===== src/rtl/lamp_shift_driver.sv =====
// Serial output stage for the lamp sequencer: shifts a WIDTH-bit lamp vector MSB-first
// into a 74HC595-style chain and pulses the storage latch whenever the vector changes.
module lamp_shift_driver #(
  parameter int WIDTH = 16,
  parameter int DIV   = 2
) (
  input  logic             clk,
  input  logic             rst,
  input  logic [WIDTH-1:0] lamp,
  output logic             sclk,
  output logic             sdo,
  output logic             rclk,
  output logic             busy,
  output logic             done
);

  localparam int BW = (WIDTH > 1) ? $clog2(WIDTH) : 1;
  localparam int DW = (DIV > 1) ? $clog2(DIV) : 1;
  localparam logic [BW-1:0] BIT_LAST = BW'(WIDTH - 1);
  localparam logic [DW-1:0] DIV_LAST = DW'(DIV - 1);

  typedef enum logic [1:0] {IDLE, SH_LO, SH_HI, LATCH} state_t;

  state_t           state;
  logic [WIDTH-1:0] shreg;
  logic [WIDTH-1:0] sent;
  logic [WIDTH-1:0] shreg_rot;
  logic             force_pend;
  logic [BW-1:0]    bitcnt;
  logic [DW-1:0]    divcnt;

  // Rotating instead of shifting returns shreg to the original frame after WIDTH
  // steps, so the latched value can be recorded into sent without a second copy.
  always_comb begin
    shreg_rot = (shreg << 1) | (shreg >> (WIDTH - 1));
  end

  always_ff @(posedge clk) begin
    if (rst) begin
      state      <= IDLE;
      shreg      <= '0;
      sent       <= '0;
      force_pend <= 1'b1;
      bitcnt     <= '0;
      divcnt     <= '0;
      sclk       <= 1'b0;
      sdo        <= 1'b0;
      rclk       <= 1'b0;
      busy       <= 1'b0;
      done       <= 1'b0;
    end else begin
      done <= 1'b0;
      case (state)
        IDLE: begin
          if (force_pend || (lamp != sent)) begin
            shreg      <= lamp;
            sdo        <= lamp[WIDTH-1];
            force_pend <= 1'b0;
            bitcnt     <= '0;
            divcnt     <= '0;
            busy       <= 1'b1;
            state      <= SH_LO;
          end
        end
        SH_LO: begin
          if (divcnt == DIV_LAST) begin
            divcnt <= '0;
            sclk   <= 1'b1;
            state  <= SH_HI;
          end else begin
            divcnt <= divcnt + 1'b1;
          end
        end
        SH_HI: begin
          if (divcnt == DIV_LAST) begin
            divcnt <= '0;
            sclk   <= 1'b0;
            shreg  <= shreg_rot;
            if (bitcnt == BIT_LAST) begin
              rclk  <= 1'b1;
              state <= LATCH;
            end else begin
              bitcnt <= bitcnt + 1'b1;
              sdo    <= shreg_rot[WIDTH-1];
              state  <= SH_LO;
            end
          end else begin
            divcnt <= divcnt + 1'b1;
          end
        end
        LATCH: begin
          if (divcnt == DIV_LAST) begin
            divcnt <= '0;
            rclk   <= 1'b0;
            busy   <= 1'b0;
            sdo    <= 1'b0;
            sent   <= shreg;
            done   <= 1'b1;
            state  <= IDLE;
          end else begin
            divcnt <= divcnt + 1'b1;
          end
        end
        default: state <= IDLE;
      endcase
    end
  end

endmodule

===== config.mk =====
export PLATFORM = sky130hd
export DESIGN_NAME = lamp_shift_driver
export DESIGN_NICKNAME = d
export VERILOG_FILES = /design/src/rtl/lamp_shift_driver.sv
export SDC_FILE = /design/constraint.sdc
export NUM_CORES = 1
export LEC_CHECK = 0
export CORE_MARGIN = 2
export CORE_UTILIZATION = 57
export CTS_CLUSTER_DIAMETER = 50
export DETAILED_ROUTE_END_ITERATION = 8
export PLACE_DENSITY = 0.8
export SETUP_SLACK_MARGIN = 0.05
export SLEW_MARGIN = 10
export SYNTH_ARGS = -nofsm -noshare
export SYNTH_HDL_FRONTEND = slang
export SYNTH_SLANG_ARGS = --single-unit

===== constraint.sdc =====
create_clock -name clk -period 2.55 [get_ports clk]
set_input_delay 0.255 -clock clk [delete_from_list [all_inputs] [get_ports clk]]
set_output_delay 0.255 -clock clk [all_outputs]
set_load 0.01 [all_outputs]

==> impl_results.md, run 1 <==
- Final Hold Fails: 0
- GPL Wtd Cong: ~0.83
- Critical Path Source: lamp[14]
- Total congestion overflow: 0
- Yosys warning count: 0
- Initial DRC Count: 126
- All-Layer GR Usage: a little over a quarter
- Seq pwr share: roughly two fifths
- Switching power of the nets: 0.983 mW
- Top post-synthesis cells by area: dfxtp_1 (38%), mux2i_1 (7.2%), a311oi_1 (5.9%)
- Synthesized area: between 2000 and 2500 sq um
- Clock Power Share: between 10% and 20%
- Pins Over Slew Limit: 0
- Share of cells above drive strength 1: under 10%
- Final cell count without fillers: ~340
- Max Fclk: 455 MHz
- CTS resizes: 0
- Worst EP required: about 2.8 ns
- Vias in the first global route: approximately 1.9k
- Drt total wl: roughly 5600 um
- Power, Total: 2.61 mW
- Nets: about 310
- Crit share post-route: between 80% and 90%
- Drt drc: 0
- Number of setup buffers added after CTS: 0
- # setup viols final: 0
- Largest area contributor in the netlist: dfxtp_1
- Gate power share: between 40% and 50%
- P&R area growth vs syn: 14.5%
- Clock Tree Buf Depth: 2
- Pwr dens: about 960 nW/um^2
- RSZ-0062 raised after global routing: false
- Normalized max-slew margin: 53.2%
- Clk root buf: clkbuf_8
- Sw frac: about 38%
- CTS Buf Count: 5
- Worst Path Arrival: roughly 2.4 ns
- FF-to-FF Start: state[1]
- Core area: between 4000 and 5000 sq um
- Pin count of the biggest net entering global routing: 39
- Setup TNS: 0 ns
- P_leak: 0.949 nW
- Setup CP Type: input pin to flip-flop
- Inst Count DP: between 300 and 400
- Peak supply drop: 482 uV
- Clock slew at reported path FFs: around 0.08 ns
- Internal Power: approximately 1.6 mW
- Post-synthesis sequential area ratio: between 30 and 40%
- Cts-stage hold buffer count: 0
- Fin crit period: 2.20 ns
- Post-Syn Instances: roughly 280
- Die width: slightly below 70 um
- DR WL/cell: 16.3 um
- Clock sinks: 45
- CP Launch Type: input pin
- Vias/cell: roughly 6.0
- Die Ht: between 60 and 70 um
- Hold WC Path Type: flip-flop to flip-flop
- Initial antenna violation count: 0
- Vias: roughly 2.1k
- Post-synth top area share: 38.0%
- Layout Skew: around 0.008 ns
- CTS tree: built
- Worst slew pin tran: approximately 0.70 ns
- Skew-Pair Late Insertion Delay: about 0.3 ns
- Outcome: completed
- Max-cap violations: 0
- Ant. Diodes: 0
- # port buffers: 22
- Die footprint: approximately 4700 sq um
- Critical path peak fanout: 21
- H-tree levels: 2
- Layout Utilization: roughly two thirds
- Placed wire-length estimate: 3720 um
- Synth cell types: between 40 and 50
- Rows: 23
- CP Capture Type: flip-flop
- FF+latch count, synth: 45
- HP Start: force_pend
- Initial Utilization: between 50% and 60%
- DRT antenna net count: 0
- Layout fillers: 350
- First-pass GRT wire length: 9330 um
- Syn_area_per_cell: 8.60 sq um
- I/O Pins: 23
- Mapped Nets: 299
- First-pass DRT Iterations: 5
- Hold slack: ~0.46 ns
==> per-layer routing <==
| layer | part of all wire [%] | GRT usage [%] | vias to the layer above |
|---|---|---|---|
| met5 | 0 | 0 | - |
| met4 | 1.5 | 8.50 | 0 |
| met3 | 6.1 | 5.36 | 9 |
| met2 | 49 | 43.8 | 49 |
| met1 | 43 | 36.2 | 985 |
| li1 | - | - | 1018 |
==> synth_stat cells <==
library cell,count
dfxtp_1,45
mux2i_1,17
xnor2_1,4
buf_6,2
nor2b_1,1
or4_1,1
clkbuf_1,18
nand2_1,36
a21boi_0,1
or2_4,1
nand3_1,4
a311oi_1,16
o31ai_1,16
o21ai_0,5
o21ai_1,1
nand4_1,1
xor2_1,12
and4_1,1
o311ai_0,1
nor2_1,12
buf_1,2
o211ai_1,1
or3_1,1
ha_1,5
or2_2,2
a211oi_1,2
mux2_2,1
and2_1,1
inv_1,7
buf_2,1
o21bai_1,1
a21o_1,1
nor4_1,3
a221oi_2,3
nand2b_1,19
a21oi_1,22
nor3_1,2
o32ai_1,1
o22ai_1,3
nor3b_1,1
o21a_1,2
==> cell type report <==
class / instances / area, sq um / area share [%]
timing repair buffer: 31 / 283 / 10.4
inverter: 7 / 26.3 / 0.967
multi-input combinational: 201 / 1340 / 49.4
tap: 50 / 62.6 / 2.30
clock inverter: 1 / 5.00 / 0.184
sequential: 45 / 901 / 33.1
clock buffer: 7 / 96.3 / 3.55
==> cell families after synthesis <==
| logic type | share of synthesized area (%) |
|---|---|
| xor gates and xnor gates | 5.90 |
| muxes | 7.64 |
| and+or+nand+nor | 17.6 |
| DFF | 38.0 |
| AOI/OAI and AO/OA | 22.8 |
| buffers and inverters | 5.43 |
| adders and majority gates | 2.64 |
==> power groups by stage <==
stage	clock (mW)	sequential [mW]	combinational (mW)
2_1_floorplan	0	1.02	0.799
3_3_place_gp	0	1.06	1.02
4_1_cts	0.487	1.06	1.06
6_report	0.479	1.07	1.06
3_5_place_dp	0	1.07	1.05
5_1_grt	0.516	1.09	1.18
==> layout by cell type, fill, tap and decap left out, drive strengths merged, types with 2 or more instances in the layout <==
| cell type | n |
|---|---|
| nand3 | 4 |
| xnor2 | 4 |
| a21oi | 22 |
| dfxtp | 45 |
| a311oi | 16 |
| o22ai | 3 |
| xor2 | 12 |
| o21ai | 6 |
| o31ai | 16 |
| nand2b | 19 |
| ha | 5 |
| nor3 | 2 |
| mux2i | 17 |
| nand2 | 36 |
| a221oi | 3 |
| o21a | 2 |
| nor2 | 12 |
| a211oi | 2 |
| or2 | 3 |
| clkbuf | 7 |
| nor4 | 3 |
| inv | 7 |
| clkdlybuf4s50 | 21 |
| buf | 10 |
==> final timing paths <==
| check | cells after the start | slack, ns | to |
|---|---|---|---|
| worst max-delay path | 6 | 0.35 | shreg[3] |
| worst min-delay path | 1 | 0.46 | force_pend |
| worst max register to register | 6 | 0.37 | shreg[3] |
| worst min register to register | 1 | 0.46 | force_pend |
==> registers in the layout, summed over array words and instances (netlist names), 2 cells and up <==
register and count:
sent 16, state 2, bitcnt 4, shreg 16
==> metrics by stage <==
step | area [sq um] | setup WS (ns)
final | 2720 | 0.352
after global routing | 2720 | 0.231
after CTS | 2720 | 0.334
after detailed placement | 2620 | 0.0330
after global placement | 2620 | 0.0921
after floorplan | 2370 | 0.556
==> worst max-delay path: stages <==
cell and delay (ns):
clkdlybuf4s50_1 0.45, xnor2_1 0.28, nand4_1 0.14, or4_1 0.56, or2_4 0.39, a311oi_1 0.31
Power figures use the tool's default switching activity.
==> run 2: changes to the inputs <==
Settings changed: SETUP_SLACK_MARGIN 0.05 to 0.02.
==> results of run 2 <==
Same layout as run 1: the final DEF is identical, and so are final timing and power.
==> run 3: changes to the inputs <==
Settings changed: PLACE_DENSITY 0.8 to 0.81.
Clock period 2.55 ns to 2.3 ns, I/O delays scaled along.
==> impl_results.md, run 3 (synthesized netlist as in run 1, its figures left out) <==
- RSZ-0062 raised after global routing: false
- Largest stage delay, worst path: roughly 0.53 ns
- CTS tree: built
- Rows: 23
- Clock Tree Buf Depth: 2
- Placed wire-length estimate: ~3700 um
- Max-cap violations: 0
- Clock sinks: 45
- CP Launch Type: input pin
- Worst Path Arrival: approximately 2.4 ns
- Vias: between 2k and 2.5k
- Worst EP required: around 2.5 ns
- Number of setup buffers added after CTS: 0
- Vias in the first global route: 1846
- Peak supply drop: 564 uV
- Outcome: completed
- Pre-CTS WS: -0.107 ns
- CP Capture Type: flip-flop
- Normalized max-slew margin: a little under three fifths
- Pwr dens: between 1000 and 1500 nW/um^2
- Final Hold Fails: 0
- Die footprint: between 4000 and 5000 sq um
- Setup TNS: 0 ns
- Drt drc: 0
- Die width: between 60 and 70 um
- Clock slew at reported path FFs: 0.08 ns
- Hold WC Path Type: input pin to flip-flop
- Ant. Diodes: 0
- Most common cell after layout, fill and taps aside: dfxtp_1
- # port buffers: 22
- Final setup margin: between 0.09 and 0.1 ns
- Share of cells above drive strength 1: 9.52%
- All-Layer GR Usage: 26.1%
- Layout Utilization: between 60% and 70%
- Worst slew pin tran: 0.664 ns
- Crit share post-route: a little over nine tenths
- Hold path depth: 2
- Clk root buf: clkbuf_8
- Vias/cell: roughly 6
- R2R cell count: 6
- P&R area growth vs syn: 15.6%
- Skew-Pair Late Insertion Delay: approximately 0.30 ns
- Max Fclk: 454 MHz
- Pins Over Slew Limit: 0
- Initial DRC Count: around 120
- Setup CP Type: input pin to flip-flop
- P_leak: around 0.96 nW
- DRT antenna net count: 0
- First-pass GRT wire length: approximately 9000 um
- Layout Skew: approximately 0.0095 ns
- Pin count of the biggest net entering global routing: 36
- Core area: approximately 4000 sq um
- GPL Wtd Cong: roughly 0.84
- Total congestion overflow: 0
- Commonest cells after routing, fill and taps aside: dfxtp_1 (45), nand2_1 (36), a21oi_1 (22)
- Critical path peak fanout: 21
- H-tree levels: 2
- Biggest regs: sent: 16 flops, shreg: 16 flops, bitcnt: 4 flops
- Crit-path slowest cell: or4_1
- First-pass DRT Iterations: 4
- # setup viols final: 0
- DR WL/cell: between 15 and 20 um
- Fin crit period: between 2 and 2.5 ns
- Initial Utilization: approximately three fifths
- Drt total wl: about 5600 um
- Crit-path cells: clkdlybuf4s50_1 > xnor2_1 > nand4_1 > or4_1 > or2_4 > o311ai_0
- Worst reg2reg setup slack: about 0.13 ns
- I/O Pins: 23
- CTS Buf Count: 5
- Die Ht: approximately 69 um
- Nets: around 320
- Initial antenna violation count: 0
==> run 3: changes by cell type in the layout (fill, tap and decap cells not counted) <==
cell       change
o21a_2         +1
o21a_1         -1
clkbuf_8       -2
buf_4          +3
bufinv_16      +1
==> run 3: area by class of cell <==
type                       count  area [sq um]
clock inverter                 2          35.0
sequential                    45           901
fill                         352          1260
clock buffer                   5          68.8
tap                           50          62.6
multi-input combinational    201          1350
inverter                       7          26.3
timing repair buffer          34           305
==> run 3: timing repair <==
| item | in CTS | in global routing |
|---|---|---|
| gates resized for setup | 0 | 1 |
| setup endpoints to repair | 0 | 1 |
| hold buffers | 0 | 0 |
==> run 3: stage by stage <==
stage	cell area [sq um]	cells	power [mW]	hold WS, ns
after global placement	2640	337	2.32	0.453
after CTS	2740	344	2.94	0.446
final	2740	344	2.94	0.437
after floorplan	2370	276	2.01	0.414
after global routing	2740	344	3.16	0.468
after detailed placement	2640	337	2.35	0.462
==> run 3: critical path, delay by kind of cell <==
family | cells | cell delay, ns
xor gates and xnor gates | 1 | 0.28
buffers and inverters | 1 | 0.44
and+or+nand+nor | 3 | 1.05
AOI/OAI and AO/OA | 1 | 0.37
==> run 3: final timing paths <==
kind              startpoint  endpoint
hold / removal           rst      rclk
setup reg to reg    state[1]  state[1]
hold reg to reg      sent[0]   sent[0]
setup / recovery    lamp[12]  state[1]
==> run 3: power breakdown <==
group / internal [mW] / total [mW] / switching [mW]
Sequential: 0.977 / 1.18 / 0.199
Clock: 0.316 / 0.584 / 0.268
Combinational: 0.558 / 1.18 / 0.625
==> run 3: layer usage <==
layer	GRT usage [%]	share of wire (%)	up-vias	routed length, um
met2	41.2	47	38	2640
li1	-	-	1024	-
met3	5.68	4.1	9	228
met1	35.2	47	961	2640
met4	9.00	1.5	0	85
met5	0	0	-	0
